[src/rtl/uart_pkg.sv]
// Shared UART types: parity selection, serializer states and baud-divisor helper.
package uart_pkg;

  typedef enum logic [1:0] {
    PAR_NONE = 2'd0,
    PAR_EVEN = 2'd1,
    PAR_ODD  = 2'd2
  } parity_t;

  // Prefixed so the PARITY state never collides with a PARITY parameter.
  typedef enum logic [2:0] {
    ST_IDLE   = 3'd0,
    ST_START  = 3'd1,
    ST_DATA   = 3'd2,
    ST_PARITY = 3'd3,
    ST_STOP   = 3'd4
  } state_t;

  // Clock cycles per line bit, rounded to the nearest integer.
  function automatic int clks_per_bit(input int clk_freq, input int baud);
    return (clk_freq + baud / 2) / baud;
  endfunction

endpackage

[src/rtl/sync_fifo.sv]
// Single-clock FIFO with occupancy count; read data is shown combinationally
// from the head entry so a pop can capture it on the same edge.
module sync_fifo #(
  parameter int WIDTH = 8,
  parameter int DEPTH = 16
) (
  input  logic                     clk,
  input  logic                     rst,
  input  logic                     wr_en,
  input  logic [WIDTH-1:0]         wr_data,
  input  logic                     rd_en,
  output logic [WIDTH-1:0]         rd_data,
  output logic                     full,
  output logic                     empty,
  output logic [$clog2(DEPTH):0]   count
);

  localparam int AW = $clog2(DEPTH);
  localparam int CW = AW + 1;

  logic [WIDTH-1:0] mem_q [DEPTH];
  logic [AW-1:0]    wr_ptr_q, wr_ptr_d;
  logic [AW-1:0]    rd_ptr_q, rd_ptr_d;
  logic [CW-1:0]    count_q, count_d;
  logic             do_wr, do_rd;

  assign full    = (count_q == CW'(DEPTH));
  assign empty   = (count_q == '0);
  assign do_wr   = wr_en & ~full;
  assign do_rd   = rd_en & ~empty;
  assign rd_data = mem_q[rd_ptr_q];
  assign count   = count_q;

  // Next pointers and occupancy; pointers wrap naturally since DEPTH is a power of two.
  always_comb begin
    // NOTE: every output of a combinational block gets a default first, otherwise a latch is inferred.
    wr_ptr_d = wr_ptr_q;
    rd_ptr_d = rd_ptr_q;
    count_d  = count_q;
    if (do_wr) wr_ptr_d = wr_ptr_q + AW'(1);
    if (do_rd) rd_ptr_d = rd_ptr_q + AW'(1);
    case ({do_wr, do_rd})
      2'b10:   count_d = count_q + CW'(1);
      2'b01:   count_d = count_q - CW'(1);
      default: count_d = count_q;
    endcase
  end

  // Pointer and count registers.
  always_ff @(posedge clk or posedge rst) begin
    // NOTE: sequential state uses non-blocking assignments so all registers update together.
    if (rst) begin
      wr_ptr_q <= '0;
      rd_ptr_q <= '0;
      count_q  <= '0;
    end else begin
      wr_ptr_q <= wr_ptr_d;
      rd_ptr_q <= rd_ptr_d;
      count_q  <= count_d;
    end
  end

  // Storage array.
  always_ff @(posedge clk) begin
    // NOTE: the memory is deliberately not reset; the count and pointers define which entries are valid.
    if (do_wr) mem_q[wr_ptr_q] <= wr_data;
  end

endmodule

[src/rtl/uart_tx_fifo.sv]
// Buffered UART transmitter: writes queue into a FIFO, a serializer pops words
// and sends start, data (LSB first), optional parity and stop bits back-to-back.
module uart_tx_fifo
  import uart_pkg::*;
#(
  parameter int      CLK_FREQ   = 12_000_000,
  parameter int      BAUD       = 115_200,
  parameter int      DATA_BITS  = 8,
  parameter parity_t PARITY     = PAR_NONE,
  parameter int      STOP_BITS  = 1,
  parameter int      FIFO_DEPTH = 16
) (
  input  logic                          clk,
  input  logic                          rst,
  input  logic [DATA_BITS-1:0]          data,
  input  logic                          send,
  output logic                          ready,
  output logic                          uart_tx,
  output logic                          busy,
  output logic                          overflow,
  output logic [$clog2(FIFO_DEPTH):0]   fifo_count
);

  localparam int CLKS_PER_BIT = clks_per_bit(CLK_FREQ, BAUD);
  localparam int CNT_W        = $clog2(CLKS_PER_BIT);

  localparam logic [CNT_W-1:0] BIT_LAST  = CNT_W'(CLKS_PER_BIT - 1);
  localparam logic [3:0]       DATA_LAST = 4'(DATA_BITS - 1);
  localparam logic [3:0]       STOP_LAST = 4'(STOP_BITS - 1);

  state_t                state_q, state_d;
  logic [CNT_W-1:0]      baud_cnt_q, baud_cnt_d;
  logic [3:0]            bit_idx_q, bit_idx_d;
  logic [DATA_BITS-1:0]  shift_q, shift_d;
  logic                  par_q, par_d;
  logic                  tx_q, tx_d;
  logic                  ovf_q;

  logic                  fifo_push, fifo_pop;
  logic                  fifo_full, fifo_empty;
  logic [DATA_BITS-1:0]  fifo_rd_data;
  logic                  bit_done, start_frame;

  // ready comes from the registered count, so a full FIFO refuses a write even on a pop edge.
  assign fifo_push  = send & ~fifo_full;
  assign ready      = ~fifo_full;
  assign uart_tx    = tx_q;
  assign busy       = (state_q != ST_IDLE) | ~fifo_empty;
  assign overflow   = ovf_q;
  assign bit_done   = (baud_cnt_q == '0);

  sync_fifo #(
    .WIDTH (DATA_BITS),
    .DEPTH (FIFO_DEPTH)
  ) u_fifo (
    .clk     (clk),
    .rst     (rst),
    .wr_en   (fifo_push),
    .wr_data (data),
    .rd_en   (fifo_pop),
    .rd_data (fifo_rd_data),
    .full    (fifo_full),
    .empty   (fifo_empty),
    .count   (fifo_count)
  );

  // Serializer: bit-period countdown, frame sequencing and pop of the next word.
  always_comb begin
    state_d     = state_q;
    baud_cnt_d  = baud_cnt_q;
    bit_idx_d   = bit_idx_q;
    shift_d     = shift_q;
    par_d       = par_q;
    tx_d        = tx_q;
    fifo_pop    = 1'b0;
    start_frame = 1'b0;

    if (state_q != ST_IDLE && !bit_done) baud_cnt_d = baud_cnt_q - CNT_W'(1);

    case (state_q)
      ST_IDLE: begin
        tx_d = 1'b1;
        if (!fifo_empty) start_frame = 1'b1;
      end
      ST_START: begin
        if (bit_done) begin
          state_d    = ST_DATA;
          tx_d       = shift_q[0];
          shift_d    = shift_q >> 1;
          bit_idx_d  = '0;
          baud_cnt_d = BIT_LAST;
        end
      end
      ST_DATA: begin
        if (bit_done) begin
          baud_cnt_d = BIT_LAST;
          if (bit_idx_q == DATA_LAST) begin
            bit_idx_d = '0;
            if (PARITY != PAR_NONE) begin
              state_d = ST_PARITY;
              tx_d    = par_q;
            end else begin
              state_d = ST_STOP;
              tx_d    = 1'b1;
            end
          end else begin
            tx_d      = shift_q[0];
            shift_d   = shift_q >> 1;
            bit_idx_d = bit_idx_q + 4'd1;
          end
        end
      end
      ST_PARITY: begin
        if (bit_done) begin
          state_d    = ST_STOP;
          tx_d       = 1'b1;
          bit_idx_d  = '0;
          baud_cnt_d = BIT_LAST;
        end
      end
      ST_STOP: begin
        if (bit_done) begin
          if (bit_idx_q == STOP_LAST) begin
            if (!fifo_empty) begin
              start_frame = 1'b1;
            end else begin
              state_d = ST_IDLE;
              tx_d    = 1'b1;
            end
          end else begin
            bit_idx_d  = bit_idx_q + 4'd1;
            baud_cnt_d = BIT_LAST;
          end
        end
      end
      default: begin
        state_d = ST_IDLE;
        tx_d    = 1'b1;
      end
    endcase

    // Pop the head word and drive the start bit on this same edge.
    if (start_frame) begin
      fifo_pop   = 1'b1;
      shift_d    = fifo_rd_data;
      par_d      = (^fifo_rd_data) ^ (PARITY == PAR_ODD);
      state_d    = ST_START;
      tx_d       = 1'b0;
      baud_cnt_d = BIT_LAST;
    end
  end

  // Serializer registers; reset aborts any frame and parks the line high.
  always_ff @(posedge clk or posedge rst) begin
    if (rst) begin
      state_q    <= ST_IDLE;
      baud_cnt_q <= '0;
      bit_idx_q  <= '0;
      shift_q    <= '0;
      par_q      <= 1'b0;
      tx_q       <= 1'b1;
      ovf_q      <= 1'b0;
    end else begin
      state_q    <= state_d;
      baud_cnt_q <= baud_cnt_d;
      bit_idx_q  <= bit_idx_d;
      shift_q    <= shift_d;
      par_q      <= par_d;
      tx_q       <= tx_d;
      ovf_q      <= send & fifo_full;
    end
  end

endmodule
[config.mk]
export PLATFORM = sky130hd
export DESIGN_NAME = uart_tx_fifo
export DESIGN_NICKNAME = d
export VERILOG_FILES = /design/src/rtl/uart_pkg.sv /design/src/rtl/sync_fifo.sv /design/src/rtl/uart_tx_fifo.sv
export SDC_FILE = /design/constraint.sdc
export NUM_CORES = 1
export LEC_CHECK = 0
export CAP_MARGIN = 20
export CORE_ASPECT_RATIO = 1.1
export CORE_UTILIZATION = 60
export DETAILED_ROUTE_END_ITERATION = 10
export HOLD_SLACK_MARGIN = 0.1
export PLACE_DENSITY = 0.78
export SYNTH_ARGS = -nofsm -noshare
export SYNTH_HDL_FRONTEND = slang
export SYNTH_HIERARCHICAL = 1
export SYNTH_SLANG_ARGS = --single-unit
[constraint.sdc]
create_clock -name clk -period 6.29 [get_ports clk]
set_clock_uncertainty 0.1 [all_clocks]
set_input_delay 1.258 -clock clk [delete_from_list [all_inputs] [get_ports clk]]
set_output_delay 1.258 -clock clk [all_outputs]
set_load 0.03 [all_outputs]
# After elaboration in Yosys (flattened, before gate mapping)
# Memories as Yosys holds them, arrays and structs flattened.
# Index checks and enable logic that the tools add are counted.
# word_totals
ff_bits,37
latch_bits,0
mem_bits_rw,128
rom_bits,0
in_bits,11
n_memories,1
# op_classes
addsub,6
mul,0
div,0
magnitude_cmp,0
n_eq_ne,21
shifts,0
n_mux,43
bitwise_logic,7
n_reduce_logical,16
# memory_table
name,depth,word_bits,read_ports,rd_ports_with_merged_regs,wr,line_no,text
u_fifo.mem_q,16,8,1,0,1,sync_fifo.sv:21,logic [WIDTH-1:0] mem_q [DEPTH];
# op_table
cell,n
$mux W7,5
$mux W8,4
$mux W3,8
$ne A3 B3 Y1 const B,8
$mux W4,5
$pmux W8 S2,1
$pmux W3 S5,1
$mux W1,14
$pmux W7 S2,1
$add A4 B1 Y4 const B,3
$pmux W4 S3,1
$pmux W5 S2,1
$reduce_bool A3 Y1,3
$ne A2 B2 Y1 const B,4
$reduce_and A8 Y1,1
$logic_not A7 Y1,1
$sub A7 B1 Y7 const B,1
$eq A3 B2 Y1 const B,2
$reduce_and A6 Y1,1
$add A5 B1 Y5 const B,1
$eq A5 B5 Y1 const B,1
$logic_not A5 Y1,1
$reduce_and A5 Y1,1
$sub A5 B1 Y5 const B,1
other kinds (19),23

# Logic depth before layout (Yosys ltp)
# logic_depth
depth_word,9
depth_mapped,18

# Cells and area by module
# Netlist, hierarchy kept.
# modules_own_cells
module,n_inst,cells_per_inst,area_per_inst_um2,seq_area_each_um2
sync_fifo,1,333,5796.8,4169.0
uart_tx_fifo,1,147,1408.9,601.8

# Least setup slack after synthesis
# Ideal clock, no wire load.
# synth_path
path_type,register to register
from,reg baud_cnt_q[0]
to,reg u_fifo.count_q[4] (netlist: u_fifo/count[4])
setup_ns,0.134
arrival_time_ns,3.605
required_time_ns,6.056
path_slack_ns,2.451
stages_incl_launch_ff,19
path_buffers,3
path_cell_list,dfrtp_1 > inv_1 > ha_1 > or4b_1 > buf_2 > o31a_1 > or2_1 > buf_6 > inv_1 > nor2b_1 > buf_6 > ha_1 > inv_1 > fa_1 > nor2b_1 > o21ai_0 > nand3_1 > or3b_1 > xnor2_1
# synth_between
elab_chain_cells,7
word_cells_on_any_way,9
# synth_lines
item,line_no,text
start: declaration,uart_tx_fifo.sv:32,"logic [CNT_W-1:0] baud_cnt_q, baud_cnt_d;"
start signal: assignment,uart_tx_fifo.sv:165,baud_cnt_q <= baud_cnt_d;
$logic_not A7 Y1 *,uart_tx_fifo.sv:50,assign bit_done = (baud_cnt_q == '0);
$mux W1 *,uart_tx_fifo.sv:122,if (bit_done) begin
$pmux W1 S2 *,uart_tx_fifo.sv:80,case (state_q)
$mux W1 *,uart_tx_fifo.sv:143,if (start_frame) begin
net fifo_pop,uart_tx_fifo.sv:39,"logic fifo_push, fifo_pop;"
$and A1 B1 Y1 *,sync_fifo.sv:30,assign do_rd = rd_en & ~empty;
net u_fifo.do_rd,sync_fifo.sv:25,"logic do_wr, do_rd;"
$eq A2 B1 Y1 / $eq A2 B2 Y1 (equally long branches),sync_fifo.sv:42,"case ({do_wr, do_rd})"
$pmux W5 S2 / $reduce_bool A2 Y1 (equally long branches),--,
end signal: assignment,sync_fifo.sv:59,count_q <= count_d;
end: declaration,sync_fifo.sv:24,"logic [CW-1:0] count_q, count_d;"
# Mark *: on every way through the listed nets, which the timed path passes. The rest lies on a longest branch.
# A chain may end at the register's enable or synchronous reset.

# Final worst setup path
# layout_path
from,reg baud_cnt_q[0]
to,reg u_fifo.count_q[4] (netlist: u_fifo/count[4])
# layout_between
elab_chain_cells,7
word_cells_on_any_way,9
# layout_lines
item,line_no
$logic_not A7 Y1 *,uart_tx_fifo.sv:50
$mux W1 *,uart_tx_fifo.sv:122
$pmux W1 S2 *,uart_tx_fifo.sv:80
$mux W1 *,uart_tx_fifo.sv:143
net fifo_pop,uart_tx_fifo.sv:39
$and A1 B1 Y1 *,sync_fifo.sv:30
$eq A2 B1 Y1 / $eq A2 B2 Y1 (equally long branches),sync_fifo.sv:42
$pmux W5 S2 / $reduce_bool A2 Y1 (equally long branches),--
# Marks and branches as above.

==> results.md <==
* Status: finished clean
* Area after DPL at between 7000 and 8000 um2
* Worst vdd ir at around 250 uV
* FP Rows at just over 40
* Ports at 20
* DR vias at 4167
* Grt total ovfl at 0
* Initial antenna violation count at 0
* Area growth from synthesis to layout at 11.6%
* DR vias/cell at ~6.3
* CP required at between 6000 and 7000 ps
* Root Buffer: clkbuf_16
* First-pass GRT wire length at around 23000 um
* CTS tree: built
* Cell count after synthesis at 480
* Share of flip-flops with an asynchronous set or reset at 0.224
* Antenna fix cells at 0
* Final Hold Viols at 0
* CP Data Arrival Time at 4640 ps
* Setup TNS at 0 ps
* Peak per-stage delay on the critical path at 600 ps
* Buf+Inv Stages, Crit Path at 3
* Starting Density at 0.622
* Worst setup path class: register to register
* Max-slew headroom at 0.318
* GP Congestion at ~0.87
* Pin count of the biggest net entering global routing at 52
* Flops & latches, synth at ~170
* Final period util at 0.704
* RSZ-0062 raised after global routing: false
* Layout cells sized above 1 at 0.139
* Total CTS buffers at 17
* Final setup vio count at 0
* Startpoint class of the critical path: register
* Post-synth EDFFs at 128
* CTS hold repair buffers at 0
* CORE AREA at ~12000 um2
* Antenna viol nets, final at 0
* HP Class: register to register
* Worst skew pair latency at about 430 ps
* Worst path slowest cell: or4b_1
* Crit path time final at 4430 ps
* Fmax at about 230 MHz
* Port Buf Inserts at 19
* Post-route cell area at around 8000 um2
* Clock transition at the registers of the reported paths at about 60 ps
* Post-Syn Area at between 7000 and 8000 um2
* Synth area leaders: edfxtp_1, dfrtp_1, mux4_2
* Syn_area_per_cell at 15.0 um2
* Top FF cell, synth: edfxtp_1
* GR Util All Layers at 0.258
* DRC Markers at 0
* Slew Viols, Final at 0
* Yosys top cell area share at 0.533
* Mapped Nets at approximately 510
* CP top delay family: simple AND/OR/NAND/NOR gates
* Die X at about 110 um
* Post-CTS Setup Repair Bufs at 0
* Most common cell in the netlist: edfxtp_1
* Die height at about 120 um
* Cell taking the most area after synthesis: edfxtp_1
* Die ar. at about 12000 um2
* Power Density at about 340 nW/um2
* Vias in the first global route at between 4000 and 5000
* Leakage dissipation at approximately 3.0 nW
* CP endpoint kind: register
* Maxcap violations at 0
* Sequential fraction of the synthesis area at 0.662
* Synth warn at 6
* Netlist cell types at 60
* HPWL after DPL at 9380 um
* CP most frequent cell: inv_1
* Final WL at roughly 15000 um
* Wire per inst at approximately 22 um
* Pwr Total at between 2 and 3 mW
* Crit path max fanout at 10
* CP cell instances: inv_1, ha_1, or4b_1, o31a_1, or2_1, inv_1, nor2b_1, ha_1, inv_1, fa_1, nor2b_1, o21ai_0, nand3_1, or3b_1, xnor2_1
* Slew @ Worst Pin at ~1000 ps
* 1st-pass router iterations at 7
* Nets@finish at 521
* H-Tree Depth at 4
* Synth top cells by count: edfxtp_1, dfrtp_1, o21ai_0, mux2i_1, nand2_1
* Clock tree buffer depth at 2
* Starting DRT DRC Count at 422
* Clock Sinks at between 150 and 200
* Post-CTS Resized at 0
==> where the power goes <==
group	internal [mW]	switching [mW]
combinational	0.122	0.208
sequential	1.29	0.0683
clock	0.631	0.433
==> kinds of logic after synthesis <==
kind of cell,share of synthesized area
xor gates and xnor gates,0.0182
adders and majority gates,0.0254
AOI/OAI and AO/OA,0.0828
muxes,0.0993
buffers and inverters,0.0366
and+or+nand+nor,0.0755
DFF,0.662
==> final cells by class <==
class / instances / area [um2]
clock inverters: 14 / 174
flip-flops and latches: 165 / 4770
multi-input cells: 268 / 2170
repair buffers: 25 / 235
inverters: 19 / 71.3
well taps: 150 / 188
fillers: 772 / 3550
clock buffers: 18 / 429
==> stage by stage <==
step / setup slack (ps) / utilization / hold slack [ps] / instances
after floorplan: 2450 / - / 373 / 480
after global placement: 2110 / 0.641 / 392 / 626
after detailed placement: 1900 / 0.641 / 399 / 626
after CTS: 1880 / 0.693 / 418 / 658
after global routing: 1560 / 0.694 / 435 / 659
final: 1860 / 0.694 / 418 / 659
==> placed cells by master (no fill, tap or decap), types with 3 or more instances in the layout <==
cell | Yosys | routed
mux4_2 | 16 | 16
a21oi_1 | 12 | 12
bufinv_16 | 0 | 3
nand2b_1 | 3 | 3
nand3_1 | 7 | 7
nand2_1 | 25 | 25
clkdlybuf4s50_1 | 0 | 19
o21ai_0 | 32 | 32
nor2b_1 | 4 | 4
mux2i_1 | 25 | 25
inv_1 | 19 | 19
a221oi_1 | 8 | 8
dfrtp_1 | 36 | 35
nor2_1 | 16 | 16
or3_1 | 9 | 9
edfxtp_1 | 128 | 128
ha_1 | 13 | 13
xor2_1 | 5 | 5
and2_1 | 5 | 5
buf_4 | 1 | 6
nand3b_1 | 3 | 3
a22oi_1 | 8 | 8
or2_2 | 3 | 3
o211ai_1 | 6 | 6
nor3_1 | 7 | 7
nor3b_1 | 3 | 3
o221a_1 | 5 | 5
xnor2_1 | 10 | 10
clkbuf_16 | 0 | 17
mux2_2 | 8 | 8
a31oi_1 | 3 | 3
inv_6 | 0 | 4
==> worst reg2reg max path, delay by kind of cell, from the launching register on <==
kind	cells	cell delay (ps)
AND/OR/NAND/NOR	6	1960
adder cells (fa/ha/maj)	3	880
buffers and inverters	3	350
XOR/XNOR	1	130
AO/OA/AOI/OAI	2	510
flip-flops	1	390
==> layer usage <==
layer	share of wire	global-route usage
met5	0	0
met4	0.028	0.105
met3	0.061	0.0709
met2	0.50	0.432
met1	0.41	0.323
==> registers in the layout, indices dropped and copies added (netlist names) <==
register,cells
u_fifo/wr_ptr_q,4
bit_idx_q,4
uart_tx,1
baud_cnt_q,7
u_fifo/rd_ptr_q,4
u_fifo/count,5
overflow,1
shift_q,8
state_q,3
u_fifo/mem_q,128
==> worst paths after layout <==
kind,startpoint,depth (start not counted),endpoint,slack (ps)
setup / recovery,baud_cnt_q[0],15,u_fifo/count[4],1860
hold / removal,baud_cnt_q[6],2,baud_cnt_q[6],420
setup reg to reg,baud_cnt_q[0],15,u_fifo/count[4],1860
hold reg to reg,baud_cnt_q[6],2,baud_cnt_q[6],420
max in group asynchronous,rst,2,baud_cnt_q[3],4240
min in group asynchronous,rst,2,u_fifo/wr_ptr_q[2],1090
Power figures use the tool's default switching activity.
==> RTL change 1, RTL diff (same settings) <==
The parameter `CLK_FREQ` goes from 12_000_000 to 6_000_000.
--- a/src/rtl/uart_tx_fifo.sv
+++ b/src/rtl/uart_tx_fifo.sv
@@ -5,3 +5,3 @@
 #(
-  parameter int      CLK_FREQ   = 12_000_000,
+  parameter int      CLK_FREQ   = 6_000_000,
   parameter int      BAUD       = 115_200,
Function: no difference found for any inputs over 10 cycles, from zero or initial values and one cycle with rst high; that may be too few to reach the edited logic, so the function may still have changed.
==> RTL change 1 against the unedited design <==
- setup slack worse by 0.049 ns
- sequential cell count down 1
- power down 4.4%
- synthesized area down 0.43%
- via count down 0.26%
- routed wire length down 2.8%
- die area down 0.42%
- first-iteration DRC count down 0.71%
- design area down 1.0%
==> RTL change 1: results (changes against the unedited design) <==
{
  "synthesis": {
    "post_synth_fa_ha_maj_area_fraction": {"value": 2.372, "unit": "%", "change": "-0.16 points"},
    "seq_area_frac_synth": {"value": 66.15, "unit": "%", "change": "about the same"}
  },
  "power_and_ir_drop": {
    "powerClk": {"value": 947, "unit": "uW", "change": "-11%"},
    "worst_ir_drop_vdd": {"value": 240.9, "unit": "uV", "change": "-3.6%"},
    "power.leakage": {"value": 2.970, "unit": "nW", "change": "-0.45%"}
  },
  "outcome": {
    "status": "completed"
  },
  "placement": {
    "gp_routability_congestion": {"value": 0.8689, "change": "about the same"},
    "dp_hpwl": {"value": 9079, "unit": "um", "change": "-3.2%"}
  },
  "drt": {
    "via_density": {"value": 6.259, "change": "-1.0%"},
    "detailed_routing_wirelength_on_met1": {"value": 5935, "unit": "um", "change": "-2.2%"},
    "avgRoutedWirePerCell": {"value": 21.57, "unit": "um", "change": "-3.5%"},
    "met3_length": {"value": 651, "unit": "um", "change": "-27%"},
    "met2WireLength": {"value": 7527, "unit": "um", "change": "+2.1%"},
    "initialDrtViolationCount": {"value": 419, "change": "-0.71%"}
  },
  "finish": {
    "layout.filler_cells": {"value": 768, "change": "-0.52%"},
    "post_route_cells_drive_above_1_share": {"value": 13.42, "unit": "%", "change": "-0.52 points"},
    "clkCellAreaFrac": {"value": 6.822, "unit": "%", "change": "-0.68 points"},
    "top_regs": "u_fifo/mem_q: 128 flops, shift_q: 8 flops, baud_cnt_q: 6 flops"
  },
  "global_routing": {
    "first_pass_grt_wire_length": {"value": 22390, "unit": "um", "change": "-2.9%"},
    "gr-usage-met2": {"value": 44.94, "unit": "%", "change": "+1.8 points"}
  },
  "min_path": {
    "hp-start": "u_fifo/count[4]",
    "worstHoldPathCells": {"value": 1, "change": "-1"},
    "worstHoldEndpoint": "u_fifo/count[4]"
  },
  "setup_path": {
    "critical_path_arrival": {"value": 4.68, "unit": "ns", "change": "+0.04 ns"},
    "cpPeakStageDelay": {"value": 0.64, "unit": "ns", "change": "+0.04 ns"},
    "regToRegSetupSlack": {"value": 1.81, "unit": "ns", "change": "-0.05 ns"}
  },
  "cts": {
    "cts.sink_count": {"value": 164, "change": "-0.61%"}
  }
}
[RTL change 1: cell types whose count changed after synthesis, moves of 3 or more]
cell / change
sky130_fd_sc_hd__inv_1: +7
sky130_fd_sc_hd__o21ai_0: +4
sky130_fd_sc_hd__o221a_1: -5
sky130_fd_sc_hd__o32a_1: +7
sky130_fd_sc_hd__nand2_1: +4
sky130_fd_sc_hd__a31oi_1: -3
sky130_fd_sc_hd__or3_1: -6
sky130_fd_sc_hd__a2bb2oi_1: +7
[RTL change 1: metrics by stage]
stage | std cells | instance area, um2 | setup WS (ns) | util [%] | hold WS (ns)
finish | 664 | 7960 | 1.814 | 68.96 | 0.4297
floorplan | 485 | 7174 | 2.565 | - | 0.3994
CTS | 664 | 7960 | 1.849 | 68.96 | 0.4341
detailed placement | 633 | 7417 | 1.892 | 64.26 | 0.4223
global route | 664 | 7960 | 1.519 | 68.96 | 0.4547
global placement | 633 | 7417 | 2.109 | 64.26 | 0.4182
==> RTL change 2, RTL diff (config.mk and constraints unchanged) <==
Made on the original files. Reset style: synchronous (`rst`), changed in 2 clocked blocks.
--- a/src/rtl/sync_fifo.sv
+++ b/src/rtl/sync_fifo.sv
@@ -49,3 +49,3 @@
   // Pointer and count registers.
-  always_ff @(posedge clk or posedge rst) begin
+  always_ff @(posedge clk) begin
     // NOTE: sequential state uses non-blocking assignments so all registers update together.
--- a/src/rtl/uart_tx_fifo.sv
+++ b/src/rtl/uart_tx_fifo.sv
@@ -153,3 +153,3 @@
   // Serializer registers; reset aborts any frame and parks the line high.
-  always_ff @(posedge clk or posedge rst) begin
+  always_ff @(posedge clk) begin
     if (rst) begin
Function: differs if rst is asserted again (counterexample within 4 cycles, from zero or initial values and one cycle with rst high); with rst held inactive, the same outputs for 10 cycles.
==> RTL change 2 against the unedited design <==
- core utilization increased by 0.39 points
- routed wire length decreased by 5.4%
- final cell count is 0.30% higher
- synthesized area grew 0.56%
- setup slack improved by 0.050 ns
- design area is 0.56% higher
- sequential cell count up 4
- critical endpoint is now u_fifo/count[4]
Power is not compared: it rests on default switching activity, and its combinational part moved more than twofold at a synthesized area within 25%.
==> RTL change 2: results (changes against the unedited design) <==
{
  "outcome": {
    "status": "completed"
  },
  "global_routing": {
    "pin_count_of_the_biggest_net_entering_global_routing": {"value": 42, "change": "-19%"},
    "first_pass_grt_wire_length": {"value": 21940, "unit": "um", "change": "-4.9%"},
    "gr-usage-met2": {"value": 38.80, "unit": "%", "change": "-4.4 points"},
    "via_count_of_the_first_global_routing_pass": {"value": 4233, "change": "+1.5%"},
    "track_usage": {"value": 24.23, "unit": "%", "change": "-1.6 points"},
    "met1_usage": {"value": 32.17, "unit": "%", "change": "-0.084 points"}
  },
  "finish": {
    "layoutNonFillerInstCount": {"value": 661, "change": "+0.30%"},
    "num-nets-final": {"value": 522, "change": "+0.19%"},
    "post_route_cells_drive_above_1_share": {"value": 16.44, "unit": "%", "change": "+2.5 points"}
  },
  "placement": {
    "dpl.cell_count": {"value": 630, "change": "+0.64%"},
    "post_dp_cell_area": {"value": 7527, "unit": "um2", "change": "+1.3%"},
    "gp_routability_congestion": {"value": 0.7928, "change": "-8.8%"},
    "pre_cts_ws": {"value": 2.064, "unit": "ns", "change": "+0.1645 ns"}
  },
  "setup_path": {
    "critical_path_arrival": {"value": 4.57, "unit": "ns", "change": "-0.07 ns"},
    "timing.critical_path.fanout_max": {"value": 12, "change": "+2"},
    "cpPeakStageDelay": {"value": 0.64, "unit": "ns", "change": "+0.04 ns"},
    "timing.critical_path.slowest_stage_cell": "sky130_fd_sc_hd__or4_4"
  },
  "drt": {
    "via_density": {"value": 6.333, "change": "+0.15%"},
    "wl": {"value": 13940, "unit": "um", "change": "-5.4%"},
    "initialDrtViolationCount": {"value": 342, "change": "-19%"},
    "met3_length": {"value": 692, "unit": "um", "change": "-23%"},
    "drt_pre_antenna_iters": {"value": 5, "change": "-2"},
    "detailed_routing_wirelength_on_met1": {"value": 5946, "unit": "um", "change": "-2.0%"}
  },
  "synthesis": {
    "postSynthNetCount": {"value": 508, "change": "+0.59%"},
    "seq_area_frac_synth": {"value": 64.38, "unit": "%", "change": "-1.8 points"},
    "synthTopCellsByCount": "sky130_fd_sc_hd__edfxtp_1, sky130_fd_sc_hd__dfxtp_1, sky130_fd_sc_hd__nor2_1",
    "syn-mean-instance-area": {"value": 14.94, "unit": "um2", "change": "-0.48%"},
    "synth.top_cells.by_area": "sky130_fd_sc_hd__edfxtp_1, sky130_fd_sc_hd__dfxtp_1, sky130_fd_sc_hd__mux4_2",
    "synthArstFlopShare": {"value": 0, "unit": "%", "change": "-22 points"}
  },
  "sta": {
    "timing.max_slew.rel_slack": {"value": 29.88, "unit": "%", "change": "-1.9 points"},
    "postLayoutSetupSlackWorst": {"value": 1.913, "unit": "ns", "change": "+0.04973 ns"}
  }
}
RTL change 2: cell count changes in the layout (fill, tap and decap cells not counted), sizes merged, moves of 10 or more:
| cell | unedited run | this run |
|---|---|---|
| dfxtp | 0 | 41 |
| dfrtp | 36 | 0 |
| o21ai | 32 | 7 |
| nor2 | 16 | 34 |
| mux4 | 16 | 32 |
| mux2i | 25 | 11 |
| inv | 25 | 12 |
| nor3 | 7 | 17 |
RTL change 2: layout make-up:
| type | instances | area [um2] |
|---|---|---|
| clock inverter | 13 | 128.9 |
| inverter | 12 | 45.04 |
| multi-input combinational | 274 | 2392 |
| clock buffer | 18 | 429.2 |
| tap | 150 | 187.7 |
| fill | 788 | 3508 |
| sequential | 169 | 4667 |
| timing repair buffer | 25 | 235.2 |
RTL change 2: stage by stage:
step                      hold slack (ns)  power (mW)
after detailed placement           0.4077       2.319
after global routing               0.4395       3.449
final                              0.4165       3.291
after floorplan                    0.3604       2.114
after global placement             0.3816       2.281
after CTS                          0.4161       3.301
RTL change 2: cell families after synthesis:
| family | count (synthesis) | synth area share [%] |
|---|---|---|
| flops | 169 | 64.38 |
| simple gates | 125 | 9.238 |
| compound gates | 81 | 8.669 |
| mux | 43 | 11.47 |
| buf+inv | 42 | 2.607 |
| xor+xnor | 13 | 1.571 |
| fa+ha+maj | 12 | 2.072 |
RTL change 2: path summary, 6_finish.rpt:
kind | startpoint | end | cells past startpoint
worst max-delay path | u_fifo/count[1] | u_fifo/count[4] | 13
worst min-delay path | bit_idx_q[1] | bit_idx_q[1] | 2
worst max register to register | u_fifo/count[1] | u_fifo/count[4] | 13
worst min register to register | bit_idx_q[1] | bit_idx_q[1] | 2
